[config.mk]
export PLATFORM = sky130hd
export DESIGN_NAME = stepper_pulse_generator
export DESIGN_NICKNAME = d
export VERILOG_FILES = /design/src/rtl/menlo_cnc_pkg.sv /design/src/rtl/rising_edge_detect.sv /design/src/rtl/stepper_pulse_generator.sv
export SDC_FILE = /design/constraint.sdc
export NUM_CORES = 1
export LEC_CHECK = 0
export BUFFER_PORTS_ARGS = -buffer_cell sky130_fd_sc_hd__buf_2
export CAP_MARGIN = 20
export CORE_MARGIN = 2
export CORE_UTILIZATION = 58
export DETAILED_ROUTE_END_ITERATION = 6
export PLACE_DENSITY = 0.9
export SLEW_MARGIN = 30
export SYNTH_ARGS = -nofsm -noshare
export SYNTH_HDL_FRONTEND = slang
export SYNTH_SLANG_ARGS = --single-unit
[constraint.sdc]
create_clock -name clock_in -period 3.5 [get_ports clock_in]
set_input_delay 0.35 -clock clock_in [delete_from_list [all_inputs] [get_ports clock_in]]
set_output_delay 0.35 -clock clock_in [all_outputs]
set_load 0.02 [all_outputs]
[src/rtl/menlo_cnc_pkg.sv]
// Shared definitions for the CNC motion blocks: step generator FSM states
// and default timing constants (50 MHz clock_in).
package menlo_cnc_pkg;

    typedef enum logic [1:0] {
        IDLE      = 2'd0,
        DIR_SETUP = 2'd1,
        WAIT_EDGE = 2'd2,
        PULSE     = 2'd3
    } step_state_t;

    localparam int DEFAULT_PULSE_CYCLES     = 50;
    localparam int DEFAULT_DIR_SETUP_CYCLES = 10;

endpackage

[src/rtl/rising_edge_detect.sv]
// One-register rising-edge detector; the sample register runs continuously
// so an edge is seen exactly once regardless of the consumer's state.
module rising_edge_detect (
    input  logic clock_in,
    input  logic reset,
    input  logic d,
    output logic rise
);

    logic r_prev;

    always_ff @(posedge clock_in or posedge reset) begin
        if (reset) begin
            r_prev <= 1'b0;
        end else begin
            r_prev <= d;
        end
    end

    assign rise = d & ~r_prev;

endmodule

[src/rtl/stepper_pulse_generator.sv]
// Turns a move command (count, direction) into fixed-width step pulses, one per
// accepted step_clock rising edge, after a direction setup delay.
module stepper_pulse_generator
    import menlo_cnc_pkg::*;
#(
    parameter int width            = 32,
    parameter int pulse_cycles     = DEFAULT_PULSE_CYCLES,
    parameter int dir_setup_cycles = DEFAULT_DIR_SETUP_CYCLES
) (
    input  logic             clock_in,
    input  logic             reset,
    input  logic             step_clock,
    input  logic             write,
    input  logic [width-1:0] step_count,
    input  logic             direction,
    input  logic             abort,
    output logic             step,
    output logic             dir,
    output logic             busy,
    output logic             done,
    output logic             overrun,
    output logic [width-1:0] steps_remaining
);

    localparam logic [31:0]      PULSE_LOAD = 32'(pulse_cycles - 1);
    localparam logic [31:0]      SETUP_LOAD = 32'(dir_setup_cycles - 1);
    localparam logic [width-1:0] ONE        = width'(1);

    step_state_t      r_state;
    logic             r_step;
    logic             r_dir;
    logic             r_done;
    logic             r_overrun;
    logic             r_abort_pending;
    logic [width-1:0] r_steps_rem;
    logic [31:0]      r_timer;

    step_state_t      w_state_nxt;
    logic             w_step_nxt;
    logic             w_dir_nxt;
    logic             w_done_nxt;
    logic             w_overrun_nxt;
    logic             w_abort_pending_nxt;
    logic [width-1:0] w_steps_rem_nxt;
    logic [31:0]      w_timer_nxt;
    logic             w_rise;

    rising_edge_detect u_edge (
        .clock_in (clock_in),
        .reset    (reset),
        .d        (step_clock),
        .rise     (w_rise)
    );

    always_ff @(posedge clock_in or posedge reset) begin
        if (reset) begin
            r_state         <= IDLE;
            r_step          <= 1'b0;
            r_dir           <= 1'b0;
            r_done          <= 1'b0;
            r_overrun       <= 1'b0;
            r_abort_pending <= 1'b0;
            r_steps_rem     <= '0;
            r_timer         <= '0;
        end else begin
            r_state         <= w_state_nxt;
            r_step          <= w_step_nxt;
            r_dir           <= w_dir_nxt;
            r_done          <= w_done_nxt;
            r_overrun       <= w_overrun_nxt;
            r_abort_pending <= w_abort_pending_nxt;
            r_steps_rem     <= w_steps_rem_nxt;
            r_timer         <= w_timer_nxt;
        end
    end

    always_comb begin
        w_state_nxt         = r_state;
        w_step_nxt          = r_step;
        w_dir_nxt           = r_dir;
        w_done_nxt          = 1'b0;
        w_overrun_nxt       = r_overrun;
        w_abort_pending_nxt = r_abort_pending;
        w_steps_rem_nxt     = r_steps_rem;
        w_timer_nxt         = r_timer;

        case (r_state)
            IDLE: begin
                // abort in the same cycle as write cancels the command outright
                if (write && !abort) begin
                    if (step_count != '0) begin
                        w_steps_rem_nxt     = step_count;
                        w_dir_nxt           = direction;
                        w_timer_nxt         = SETUP_LOAD;
                        w_overrun_nxt       = 1'b0;
                        w_abort_pending_nxt = 1'b0;
                        w_state_nxt         = DIR_SETUP;
                    end else begin
                        w_done_nxt = 1'b1;
                    end
                end
            end
            DIR_SETUP: begin
                if (abort) begin
                    w_state_nxt = IDLE;
                    w_done_nxt  = 1'b1;
                end else if (r_timer == '0) begin
                    w_state_nxt = WAIT_EDGE;
                end else begin
                    w_timer_nxt = r_timer - 32'd1;
                end
            end
            WAIT_EDGE: begin
                if (abort) begin
                    w_state_nxt = IDLE;
                    w_done_nxt  = 1'b1;
                end else if (w_rise) begin
                    w_step_nxt  = 1'b1;
                    w_timer_nxt = PULSE_LOAD;
                    w_state_nxt = PULSE;
                end
            end
            PULSE: begin
                // a pulse in flight always runs to full width; abort only ends the move after it
                if (w_rise) begin
                    w_overrun_nxt = 1'b1;
                end
                if (abort) begin
                    w_abort_pending_nxt = 1'b1;
                end
                if (r_timer == '0) begin
                    w_step_nxt = 1'b0;
                    if (r_steps_rem != '0) begin
                        w_steps_rem_nxt = r_steps_rem - ONE;
                    end
                    if ((r_steps_rem <= ONE) || abort || r_abort_pending) begin
                        w_state_nxt         = IDLE;
                        w_done_nxt          = 1'b1;
                        w_abort_pending_nxt = 1'b0;
                    end else begin
                        w_state_nxt = WAIT_EDGE;
                    end
                end else begin
                    w_timer_nxt = r_timer - 32'd1;
                end
            end
            default: begin
                w_state_nxt = IDLE;
            end
        endcase
    end

    assign step            = r_step;
    assign dir             = r_dir;
    assign busy            = (r_state != IDLE);
    assign done            = r_done;
    assign overrun         = r_overrun;
    assign steps_remaining = r_steps_rem;

endmodule

==> summary.md, run 1 <==
For the combinational cell fraction of total power, the log shows 0.550. Category of the most critical setup path: reg -> reg. Area of the die: 0.00893 sq mm. The synthesized netlist net count was 620; the HPWL after detailed placement was 9800 microns. For the final database, setup skew stands at 0.0112 ns. The summed instance area of the synthesized netlist is 0.00475 sq mm. The initial standard-cell utilization of the core was 0.587. The slowest stage cell on the critical path was or4_4. Yosys mapped a number of flops with a built-in enable equal to 0. The run gives 2560 uW as the internal power. In this run the most used layer during global routing was met2. The static power due to leakage was 0.00227 uW. The worst path in the final design needs a cycle of 3.28 ns, including I/O delays and setup. The run gives 0.439 as the global routing met1 resource utilization. Along the worst path, the maximum fanout reaches 13.

The max-slew violation total from the final report was 0. The synthesized area per cell came out at 8.28 sq um. The cell family contributing the most delay on the critical path is simple AND/OR/NAND/NOR gates. The net switching fraction of the power is 0.498, and the hold-fix buffer count after cts is 0. The layout cell share with drive strength beyond 1 was 0.194; the area fraction of the dominant cell type after synthesis was 0.379.

Setup repair after global routing left no endpoint under its margin. The stage delay of the slowest cell on the critical path is 0.66 ns. The part of the power in the clock network is 0.149. The logs give 72 for the number of sinks driven by the clock tree and 0.379 for the sequential share of the synthesized area. In this design, the critical path's most frequently occurring cell is or4_4. In the final layout, flip-flops and latches occupy 0.00180 sq mm. The critical path goes through or4_4, or4_1, or4_4, nor2_1, o21ai_1, o22a_1. At the end of the flow, the number of nets in the layout was 691. The total negative slack is 0 ns. The pre-CTS setup slack came out at 0.285 ns.

Yosys instantiated no cell more often than dfrtp_1. The number of detailed-routing iterations run before antenna repair is 5. Power spread over the standard cell area amounts to 939 mW/mm^2. The horizontal die dimension is 94.5 microns, and the initial antenna violation count is 0. The worst-case IR drop observed on VDD is 0.586 mV. The source-to-sink clock delay at the later pin of the worst-skew pair was 0.35 ns; the number of violations of the max-capacitance limit was 0. The floorplan step defined a core boundary enclosing 0.00809 sq mm. Compared with the post-synthesis result, the final layout area differs by 14.6%. The tools report the global placer's final weighted congestion as 0.891. The sequential cell fraction of total power is 0.302, and the post-synthesis compound-gate area fraction is 0.251. The routing usage on met3 was 0.0623; the routing usage on met2 was 0.489. For the total number of H-tree levels, the log shows 3. By count the netlist is led by dfrtp_1 (72), nor2_1 (57), o21ai_0 (56), a21oi_1 (37), nor3_1 (37). Setup violations remaining at the end of the flow were counted as 0. Clock-pin slew was measured on the worst setup and hold paths at 0.08 ns. The class of the tightest hold or removal check is in -> async. The xor and xnor fraction of the mapped netlist area came out at 0.

The first global-routing pass estimated 22,700 microns of wire. The fraction of the cycle the final worst path needs came out at 0.939. In the routed design, unresolved DRC markers number 0. The die is 94.5 microns tall. Floorplan row count: 33. The routed design has 14,000 microns of wire. Post-route antenna net violation count: 0. The logs give 558 for the DRC violation total after the first TritonRoute iteration and 304 MHz for the maximum achievable frequency.

The number of primary I/O pins is 75, and the number of fill cells is 675. Counting along the longest clock path gives a buffer depth of 2. Yosys mapped the design onto 72 distinct sky130hd cell types. The critical path contains buffers and inverters numbering 0 combined. The logs give 0 for the number of setup buffers added after CTS and 0.320 for the combined global-route utilization of all metal layers. The run gives 0.00271 sq mm as the footprint of the multi-input gates. The via count of the first global-routing pass is 4,730, and the count of yosys warnings during synthesis is 0.

The count of state elements after synthesis came out at 72. Entering global routing, the biggest net connects 69 pins. Gates resized during post-CTS repair numbered 0. At the worst endpoint, the arrival time is 3.53 ns. The buffer type at the clock tree root was clkbuf_8.

The post-synthesis share of cell area spent on full adders, half adders and majority gates came out at 0.0211. The leading area contributor after synthesis was dfrtp_1. Dividing the detail-routed wire length by the instance count gives 18.6 microns. The global route total overflow is 0, and the total via count in the routed design is 5,222. The count of endpoints failing hold in the final timing report is 0.

The headroom to the max-slew limit was 0.420; the antenna diode instance count was 0. In this run, CTS created clock tree buffers numbering 9. The via-per-instance ratio came out at 6.92. The post-synthesis simple-gate area fraction came out at 0.281. Nature of the critical path endpoint: a flip-flop.

After synthesis, the largest family of logic cells by area is simple AND/OR/NAND/NOR gates. The worst setup margin is 0.215 ns. For this run, the leading register cell type out of synthesis is dfrtp_1. The run finished with clean final reports. The mux share of post-synthesis cell area is 0.0153, and the count of input and output buffers is 74. The async set or reset register ratio after synthesis came out at 1.00. Ranked by total cell area, the synthesized netlist is headed by dfrtp_1 (38%), o21ai_0 (5.9%), nor2_1 (4.5%).

The required time reported for the critical path endpoint is 3.75 ns. Counting every instance in the synthesized netlist gives 574. STA classifies the critical path startpoint as a flip-flop. The actual slew at the worst max-slew pin is 0.862 ns. TritonCTS built the clock tree. The analysis attributes to net switching a power of 2550 uW.
==> metrics by stage <==
| step | instance area [sq um] | power, uW | hold slack (ns) | std cells | utilization |
|---|---|---|---|---|---|
| 2_1_floorplan | 4750 | 3470 | 0.381 | 574 | - |
| 3_3_place_gp | 5210 | 4150 | 0.402 | 739 | 0.644 |
| 3_5_place_dp | 5210 | 4270 | 0.402 | 739 | 0.644 |
| 4_1_cts | 5440 | 5040 | 0.0240 | 755 | 0.673 |
| 5_1_grt | 5440 | 5460 | 0.0447 | 755 | 0.673 |
| 6_report | 5440 | 5110 | 0.0149 | 755 | 0.673 |
==> layer usage <==
| metal | share of wire | up-vias |
|---|---|---|
| li1 | - | 2348 |
| met5 | 0 | - |
| met4 | 0.035 | 0 |
| met3 | 0.10 | 65 |
| met1 | 0.41 | 2434 |
| met2 | 0.46 | 375 |
==> state kept, by name, summed over array words and instances (netlist names) <==
register	count
u_edge.r_prev	1
r_timer	32
r_abort_pending	1
step	1
r_state	2
done	1
dir	1
overrun	1
steps_remaining	32
==> final timing paths <==
check / slack, ns / startpoint / end / cells after the start
max: 0.22 / r_timer[20] / steps_remaining[3] / 6
min in group clock_in: 0.12 / step_clock / u_edge.r_prev / 1
min: 0.01 / reset / steps_remaining[15] / 2
max reg2reg: 0.22 / r_timer[20] / steps_remaining[3] / 6
max in group asynchronous: 2.45 / reset / r_abort_pending / 3
min reg2reg: 0.50 / r_timer[10] / r_timer[10] / 1
==> final cells by class <==
class / count / share of cell area
Multi-Input combinational cell: 452 / 0.497
Clock inverter: 5 / 0.0145
Inverter: 18 / 0.0124
Sequential cell: 72 / 0.331
Clock buffer: 11 / 0.0278
Timing Repair Buffer: 92 / 0.0929
Tap cell: 105 / 0.0241
==> kinds of logic (layout without fill, tap and decap cells) <==
kind of cell / Yosys count / after routing
AO/OA/AOI/OAI: 187 / 187
adder cells (fa/ha/maj): 8 / 8
buffers and inverters: 50 / 126
flip-flops: 72 / 72
multiplexers: 7 / 7
AND/OR/NAND/NOR: 250 / 250
==> power by group through the flow <==
| stage | Clock, uW | Sequential [uW] | Combinational, uW |
|---|---|---|---|
| floorplan | 0 | 1670 | 1790 |
| global placement | 0 | 1510 | 2640 |
| detailed placement | 0 | 1530 | 2740 |
| CTS | 766 | 1520 | 2760 |
| global route | 805 | 1580 | 3080 |
| finish | 759 | 1540 | 2810 |
==> cells in the final DEF, fill, tap and decap left out, types with 5 or more instances in the layout <==
cell type,synthesis,routed
ha_1,8,7
nand3_1,29,29
nor4_1,27,27
nand4_1,10,10
buf_2,1,74
or3_1,11,11
nand2_1,32,32
mux2i_1,5,5
inv_1,16,15
a31oi_1,10,10
o41ai_1,5,5
o22a_1,5,5
nor2_1,57,57
nor3_1,37,37
nor2b_1,7,7
o22ai_1,14,14
a21oi_1,37,36
clkbuf_8,2,11
o21ai_0,56,56
o31ai_1,15,15
buf_4,0,18
nand4b_1,5,5
dfrtp_1,72,72
Note: power is estimated with default switching activity, not from simulation.
==> run 2: changes to the inputs <==
--- a/config.mk
+++ b/config.mk
@@ -7,10 +7,11 @@
 export LEC_CHECK = 0
 export BUFFER_PORTS_ARGS = -buffer_cell sky130_fd_sc_hd__buf_2
 export CAP_MARGIN = 20
+export CORE_ASPECT_RATIO = 0.9
 export CORE_MARGIN = 2
-export CORE_UTILIZATION = 58
+export CORE_UTILIZATION = 25
 export DETAILED_ROUTE_END_ITERATION = 6
-export PLACE_DENSITY = 0.9
+export PLACE_DENSITY = 0.51
 export SLEW_MARGIN = 30
 export SYNTH_ARGS = -nofsm -noshare
 export SYNTH_HDL_FRONTEND = slang
==> constraint.sdc (replaced) <==
create_clock -name clock_in -period 4.1 [get_ports clock_in]
set_input_delay 0.41 -clock clock_in [delete_from_list [all_inputs] [get_ports clock_in]]
set_output_delay 0.41 -clock clock_in [all_outputs]
set_load 0.02 [all_outputs]
==> run 2 against run 1 <==
Clock power grew 27%. First-iteration DRC count grew 1.3%. Non-clock buffer count grew 1. Clock skew shrank 0.0012 ns. Die area grew 130%.
==> summary.md, run 2 (same netlist as run 1, synthesis figures left out) <==
The fraction of the cycle the final worst path needs works out to 0.824 (-0.115). The flow ran to the end, and the final reports show no timing, DRC or antenna violations. The DRC violation total after the first TritonRoute iteration was 565 (+1.3%).

Maximum clock skew at final layout: 0.0100 ns (-0.00122 ns). The initial antenna violation count came out at 0 (unchanged). Total number of H-tree levels: 3 (unchanged). The largest fanout of any net on the critical path is 13 (unchanged). In the layout the commonest cells are buf_2 (74), dfrtp_1 (72), nor2_1 (57). The run gives 0.358 (-0.0623) as the headroom to the max-slew limit. Floorplan row count: 47 (+42%). The HPWL after detailed placement was 11,100 microns (+13%). The via-per-instance ratio was 5.39 (-22%). Leaving out fill and tap cells, the most frequent cell in the layout is buf_2. The tools report the start point of the worst min-delay path as step_clock. The run gives 4.34 ns (+0.59 ns) as the required time reported for the critical path endpoint.

The number of setup buffers added after CTS is 0 (unchanged), and the total wirelength of the detailed-routed design is 15,800 microns (+13%). The tools report the setup slack of the worst register-to-register path as 0.72 ns (+0.51 ns). The tools report the startpoint kind of the worst setup timing path as a flip-flop.

The run gives 0.00271 sq mm (unchanged) as the footprint of the multi-input gates. The sequential cell fraction of total power came out at 0.284 (-0.018). The average detailed-routed wire length per instance is 17.6 microns (-5.0%), and the maximum clock path buffer count is 2 (unchanged). The endpoint of the worst hold path is u_edge.r_prev.

The horizontal die dimension is 149 microns (+58%), and the remaining routing DRC violations is 0 (unchanged). The worst register-to-register path begins at r_timer[20]. Final cell utilization of the core: 0.311 (-0.362). The number of detailed-routing iterations run before antenna repair was 5 (unchanged). The tools report the total CTS buffers as 9 (unchanged). The endpoint identified for the worst register-to-register timing path is steps_remaining[3].

The core area is 0.0185 sq mm (+130%), and the max-slew violation total from the final report is 0 (unchanged). Post-CTS clock slew at the launch and capture registers of the worst setup and hold paths: 0.06 ns (-0.02 ns). The area of the die is 0.0201 sq mm (+130%), and the combinational cell fraction of total power is 0.510 (-0.040). The number of instances resized during post-cts repair came out at 0 (unchanged).

Setup repair after global routing left no endpoint under its margin. The post-route minimum period was 3.38 ns (+0.0925 ns); the count of nets after finishing was 692 (+0.14%). For the total negative slack, the log shows 0 ns (unchanged). The logs give 0.853 (-4.2%) for the global placer's final weighted congestion and 3.61 ns (+0.08 ns) for the arrival time at the worst endpoint. The setup-violating endpoint count in the final report came out at 0 (unchanged). TritonCTS built the clock tree.

Length in cells of the worst reg-to-reg path: 6 (unchanged). The storage element area is 0.00180 sq mm (unchanged). The count of endpoints failing hold in the final timing report came out at 0 (unchanged). Vertical die dimension: 135 microns (+43%). The number of fill cells came out at 1,980 (+190%). The tools report the first-pass GRT wire length as 25,000 microns (+10%). Net switching power figure: 2240 uW (-12%). The actual slew at the worst max-slew pin is 0.963 ns (+0.101 ns), and the total power per unit cell area is 811 mW/mm^2 (-14%). The run gives 49 (-29%) as the largest net degree at the start of global routing. The root buffer cell chosen for the clock tree is clkbuf_16. The synthesis-to-layout area growth was 21.1%; the via count of the first global-routing pass was 4,444 (-6.0%). The post-route antenna net violation count was 0 (unchanged); the hold-fix buffer count after cts was 0 (unchanged). The static power due to leakage is 0.00233 uW (+2.5%). The category of the most critical setup path is reg -> reg. The run gives 0.35 ns (about the same) as the source-to-sink clock delay at the later pin of the worst-skew pair. The tools report the number of primary I/O pins as 75 (unchanged). Part of the power in the clock network: 0.206 (+0.057).

The tightest min-delay check is of the in -> reg type. The antenna diode instance count was 0 (unchanged). The number of sinks driven by the clock tree is 72 (unchanged). For the number of violations of the max-capacitance limit, the log shows 0 (unchanged).

The hold-critical path depth is 1, and the global route total overflow is 0 (unchanged). The net switching fraction of the power came out at 0.480 (-0.0184). The initial standard-cell utilization of the core was 0.256 (-0.331). The count of input and output buffers is 74 (unchanged). The total via count in the routed design is 4,831 (-7.5%).

The maximum achievable frequency came out at 296 MHz (-2.7%). The tools report the internal power as 2430 uW (-5.3%). The combined global-route utilization of all metal layers was 0.159 (-0.161); the layout cell share with drive strength beyond 1 was 0.195 (+0.00124). The tools report the nature of the critical path endpoint as a flip-flop. The maximum VDD drop came out at 0.228 mV (-61%).
run 2: cell types whose count changed in the layout (fill, tap and decap cells not counted), sizes merged:
cell      delta
clkinvlp     +1
clkinv       -1
bufinv       +1
inv          -1
buf          +1
run 2: how the worst max path moves through the flow:
stage | from | endpoint | slack (ns) | cells after the start
after floorplan | r_timer[20] | r_state[0] | 1.05 | 7
after global placement | r_timer[20] | steps_remaining[3] | 0.79 | 6
after detailed placement | r_timer[20] | steps_remaining[3] | 0.71 | 6
after CTS | r_timer[20] | steps_remaining[3] | 0.71 | 6
after global routing | r_timer[0] | steps_remaining[20] | 0.44 | 9
final | r_timer[20] | steps_remaining[3] | 0.72 | 6
run 2: stage by stage:
stage | hold WS (ns) | setup WS (ns) | total power [uW] | cell area (sq um) | cells
CTS | 0.176 | 0.711 | 4670 | 5750 | 896
finish | 0.184 | 0.723 | 4670 | 5750 | 896
detailed placement | 0.490 | 0.710 | 3700 | 5400 | 880
floorplan | 0.441 | 1.05 | 2960 | 4750 | 574
global placement | 0.488 | 0.787 | 3690 | 5400 | 880
global route | 0.179 | 0.440 | 5020 | 5750 | 896
run 2: routing by layer:
metal	wire [microns]	vias to the layer above	track usage	share of wire
met3	852	9	0.0382	0.054
met2	6740	127	0.226	0.43
li1	-	2348	-	-
met4	174	0	0.0349	0.011
met5	0	-	0	0
met1	8030	2347	0.243	0.51
run 2: cell type report:
class / instances / share of cell area
Tap cell: 245 / 0.0533
Clock buffer: 11 / 0.0439
Inverter: 18 / 0.0120
Sequential cell: 72 / 0.313
Timing Repair Buffer: 93 / 0.0892
Clock inverter: 5 / 0.0178
Multi-Input combinational cell: 452 / 0.471
run 2: power by group through the flow:
stage	logic, uW	registers, uW	clock network [uW]
after global routing	2650	1370	1010
final	2380	1320	962
after detailed placement	2370	1330	0
after global placement	2360	1330	0
after CTS	2380	1320	974
after floorplan	1530	1430	0
run 2: worst max-delay path: stages (launching register included):
cell and delay (ns):
dfrtp_1 0.44, or4_4 0.59, or4_1 0.63, or4_4 0.69, nor2_1 0.34, o21ai_1 0.30
o22a_1 0.26
==> run 3: changes to the inputs <==
==> constraint.sdc (replaced) <==
create_clock -name clock_in -period 3.15 [get_ports clock_in]
set_input_delay 0.315 -clock clock_in [delete_from_list [all_inputs] [get_ports clock_in]]
set_output_delay 0.315 -clock clock_in [all_outputs]
set_load 0.02 [all_outputs]
==> run 3 against run 2 <==
Flip-flop and latch count did not move. Clock skew down 0.00092 ns. Combinational power rose by 37%. Clock-buffer cell count grew 1. Critical endpoint is now steps_remaining[26]. Largest power group unchanged.
==> summary.md, run 3 (same netlist as run 1, synthesis figures left out) <==
The logs give 47 (unchanged) for the floorplan row count and 0 (unchanged) for the remaining routing DRC violations. Maximum clock skew at final layout: 0.00910 ns (-0.000916 ns). From synthesis to final layout, the design area changed by 23.3%. The number of primary I/O pins was 75 (unchanged). The sequential cell fraction of total power came out at 0.280 (-0.004). The count of input and output buffers is 74 (unchanged), and the number of detailed-routing iterations run before antenna repair is 5 (unchanged).

The nature of the critical path endpoint was a flip-flop. The category of the most critical setup path is reg -> reg. The headroom to the max-slew limit came out at 0.468 (+0.110).

The vertical die dimension is 135 microns (unchanged), and the number of setup buffers added after CTS is 0 (unchanged). The setup slack of the worst register-to-register path was 0.14 ns (-0.58 ns); the number of standard cells in the final layout excluding fillers was 909 (+1.5%). The number of violations of the max-capacitance limit was 0 (unchanged); the average detailed-routed wire length per instance was 17.1 microns (-2.8%). The class of the tightest hold or removal check was in -> async.

The worst setup path is launched from a flip-flop. The initial antenna violation count came out at 0 (unchanged). The tools report the buffer type at the clock tree root as clkbuf_16.

The tools report the core area as 0.0185 sq mm (unchanged). The run gives 0.256 (unchanged) as the initial standard-cell utilization of the core. The tools report the number of placed instances with taps included as 894 (+1.6%). The total wirelength of the detailed-routed design was 15,600 microns (-1.3%).

TritonCTS built the clock tree. The antenna diode instance count came out at 0 (unchanged). The total via count in the routed design came out at 4,905 (+1.5%). The post-route minimum period came out at 3.01 ns (-0.368 ns).

The count of endpoints failing hold in the final timing report is 0 (unchanged), and the post-CTS clock slew at the launch and capture registers of the worst setup and hold paths is 0.06 ns (about the same). The run gives 0 ns (unchanged) as the total negative slack. Largest fanout of any net on the critical path: 13 (unchanged). Horizontal die dimension: 149 microns (unchanged). The required time reported for the critical path endpoint came out at 3.36 ns (-0.98 ns). Part of the power in the clock network: 0.185 (-0.021). Setup repair after global routing left no endpoint under its margin.

Static power due to leakage: 0.00239 uW (+2.7%). The worst reg2reg path startpoint is r_timer[0]. The fraction of the cycle the final worst path needs is 0.955 (+0.132), and the total CTS buffers is 9 (unchanged).

The global route total overflow is 0 (unchanged). First-pass GRT wire length: 25,100 microns (+0.52%). The via-per-instance ratio was 5.40 (about the same).

Global placer's final weighted congestion: 0.828 (-2.9%). The logs give 0.0201 sq mm (unchanged) for the area of the die and 2910 uW (+30%) for the net switching power figure. Total power per unit cell area: 1050 mW/mm^2 (+29%). The tools report the setup-violating endpoint count in the final report as 0 (unchanged).

The count of nets after finishing is 706 (+2.0%). The layout cell share with drive strength beyond 1 was 0.212 (+0.0173). The run gives 0 (unchanged) as the hold-fix buffer count after cts. The library cell used most frequently in the layout, excluding fill and tap cells, is buf_2.

The logs give 3.22 ns (-0.39 ns) for the arrival time at the worst endpoint and 0.157 (-0.00265) for the combined global-route utilization of all metal layers. The run finished with clean final reports. For the internal power, the log shows 3210 uW (+32%).

For the maximum achievable frequency, the log shows 332 MHz (+12%). The number of sinks driven by the clock tree is 72 (unchanged), and the via count of the first global-routing pass is 4,538 (+2.1%). In this run the critical register-to-register path is captured at steps_remaining[26].

The logs give 0 (unchanged) for the number of instances resized during post-cts repair and 0.535 (+0.025) for the combinational cell fraction of total power. The total number of H-tree levels is 3 (unchanged). Leaving out fill and tap cells, the most frequent cells in the layout are buf_2 (74), dfrtp_1 (72), nor2_1 (56), o21ai_0 (56). The net switching fraction of the power is 0.476 (-0.00401), and the post-route antenna net violation count is 0 (unchanged). The source-to-sink clock delay at the later pin of the worst-skew pair is 0.34 ns (about the same).

The length in cells of the worst reg-to-reg path was 9 (+3); the maximum VDD drop was 0.334 mV (+46%). For the max-slew violation total from the final report, the log shows 0 (unchanged). The actual slew at the worst max-slew pin was 0.798 ns (-0.165 ns). The HPWL after detailed placement is 11,200 microns (+1.2%).

The DRC violation total after the first TritonRoute iteration was 377 (-33%); the largest net degree at the start of global routing was 49 (unchanged). The tools report the maximum clock path buffer count as 2 (unchanged).
==> run 3: changes by cell type in the layout (fill, tap and decap cells not counted), sizes merged <==
cell      before  now
clkinvlp       1    0
bufinv         3    2
buf           93  107
clkbuf        11   12
==> run 3: how the worst max path moves through the flow <==
stage | endpoint | slack, ns | from
6_report | steps_remaining[26] | 0.14 | r_timer[0]
5_1_grt | steps_remaining[26] | 0.009 | r_timer[0]
4_1_cts | steps_remaining[26] | 0.08 | r_timer[22]
3_5_place_dp | steps_remaining[26] | 0.08 | r_timer[22]
3_3_place_gp | steps_remaining[4] | 0.09 | r_timer[22]
2_1_floorplan | r_state[0] | 0.1 | r_timer[20]
==> run 3: metrics by stage <==
stage                     hold slack (ns)  worst slack, ns  area (sq um)   util  total power (uW)
after floorplan                     0.346           0.0981          4750      -              3850
after global placement              0.438           0.0893          5510  0.298              4970
after detailed placement            0.439           0.0825          5510  0.298              4960
after CTS                          0.0895           0.0824          5840  0.315              6110
after global routing               0.0967          0.00913          5860  0.316              6580
final                              0.0850            0.141          5860  0.316              6120
==> run 3: power groups by stage <==
stage	clock (uW)	sequential, uW	combinational [uW]
6_report	1130	1720	3270
5_1_grt	1190	1770	3620
4_1_cts	1150	1710	3250
3_5_place_dp	0	1720	3240
3_3_place_gp	0	1720	3250
2_1_floorplan	0	1860	1990
==> run 3: worst max-delay path, stage by stage (launching register included) <==
cell      delay (ns)
dfrtp_1         0.40
inv_1           0.10
ha_1            0.24
nor4b_1         0.27
buf_4           0.18
nand4b_1        0.16
or4_4           0.71
or3_1           0.44
o311ai_1        0.24
o211ai_1        0.12
==> run 3: per-layer routing <==
layer | global-route usage | wire [microns] | up-vias
met5 | 0 | 0 | -
met4 | 0.0434 | 250 | 0
met3 | 0.0351 | 928 | 13
met2 | 0.226 | 6690 | 158
met1 | 0.234 | 7710 | 2357
li1 | - | - | 2377
==> run 3: cell type report <==
class                   count  area (sq um)
fillers                  1958         12700
flip-flops and latches     72          1800
well taps                 245           307
inverters                  18          68.8
clock inverters             3          65.1
repair buffers            107           631
multi-input cells         452          2730
clock buffers              12           256
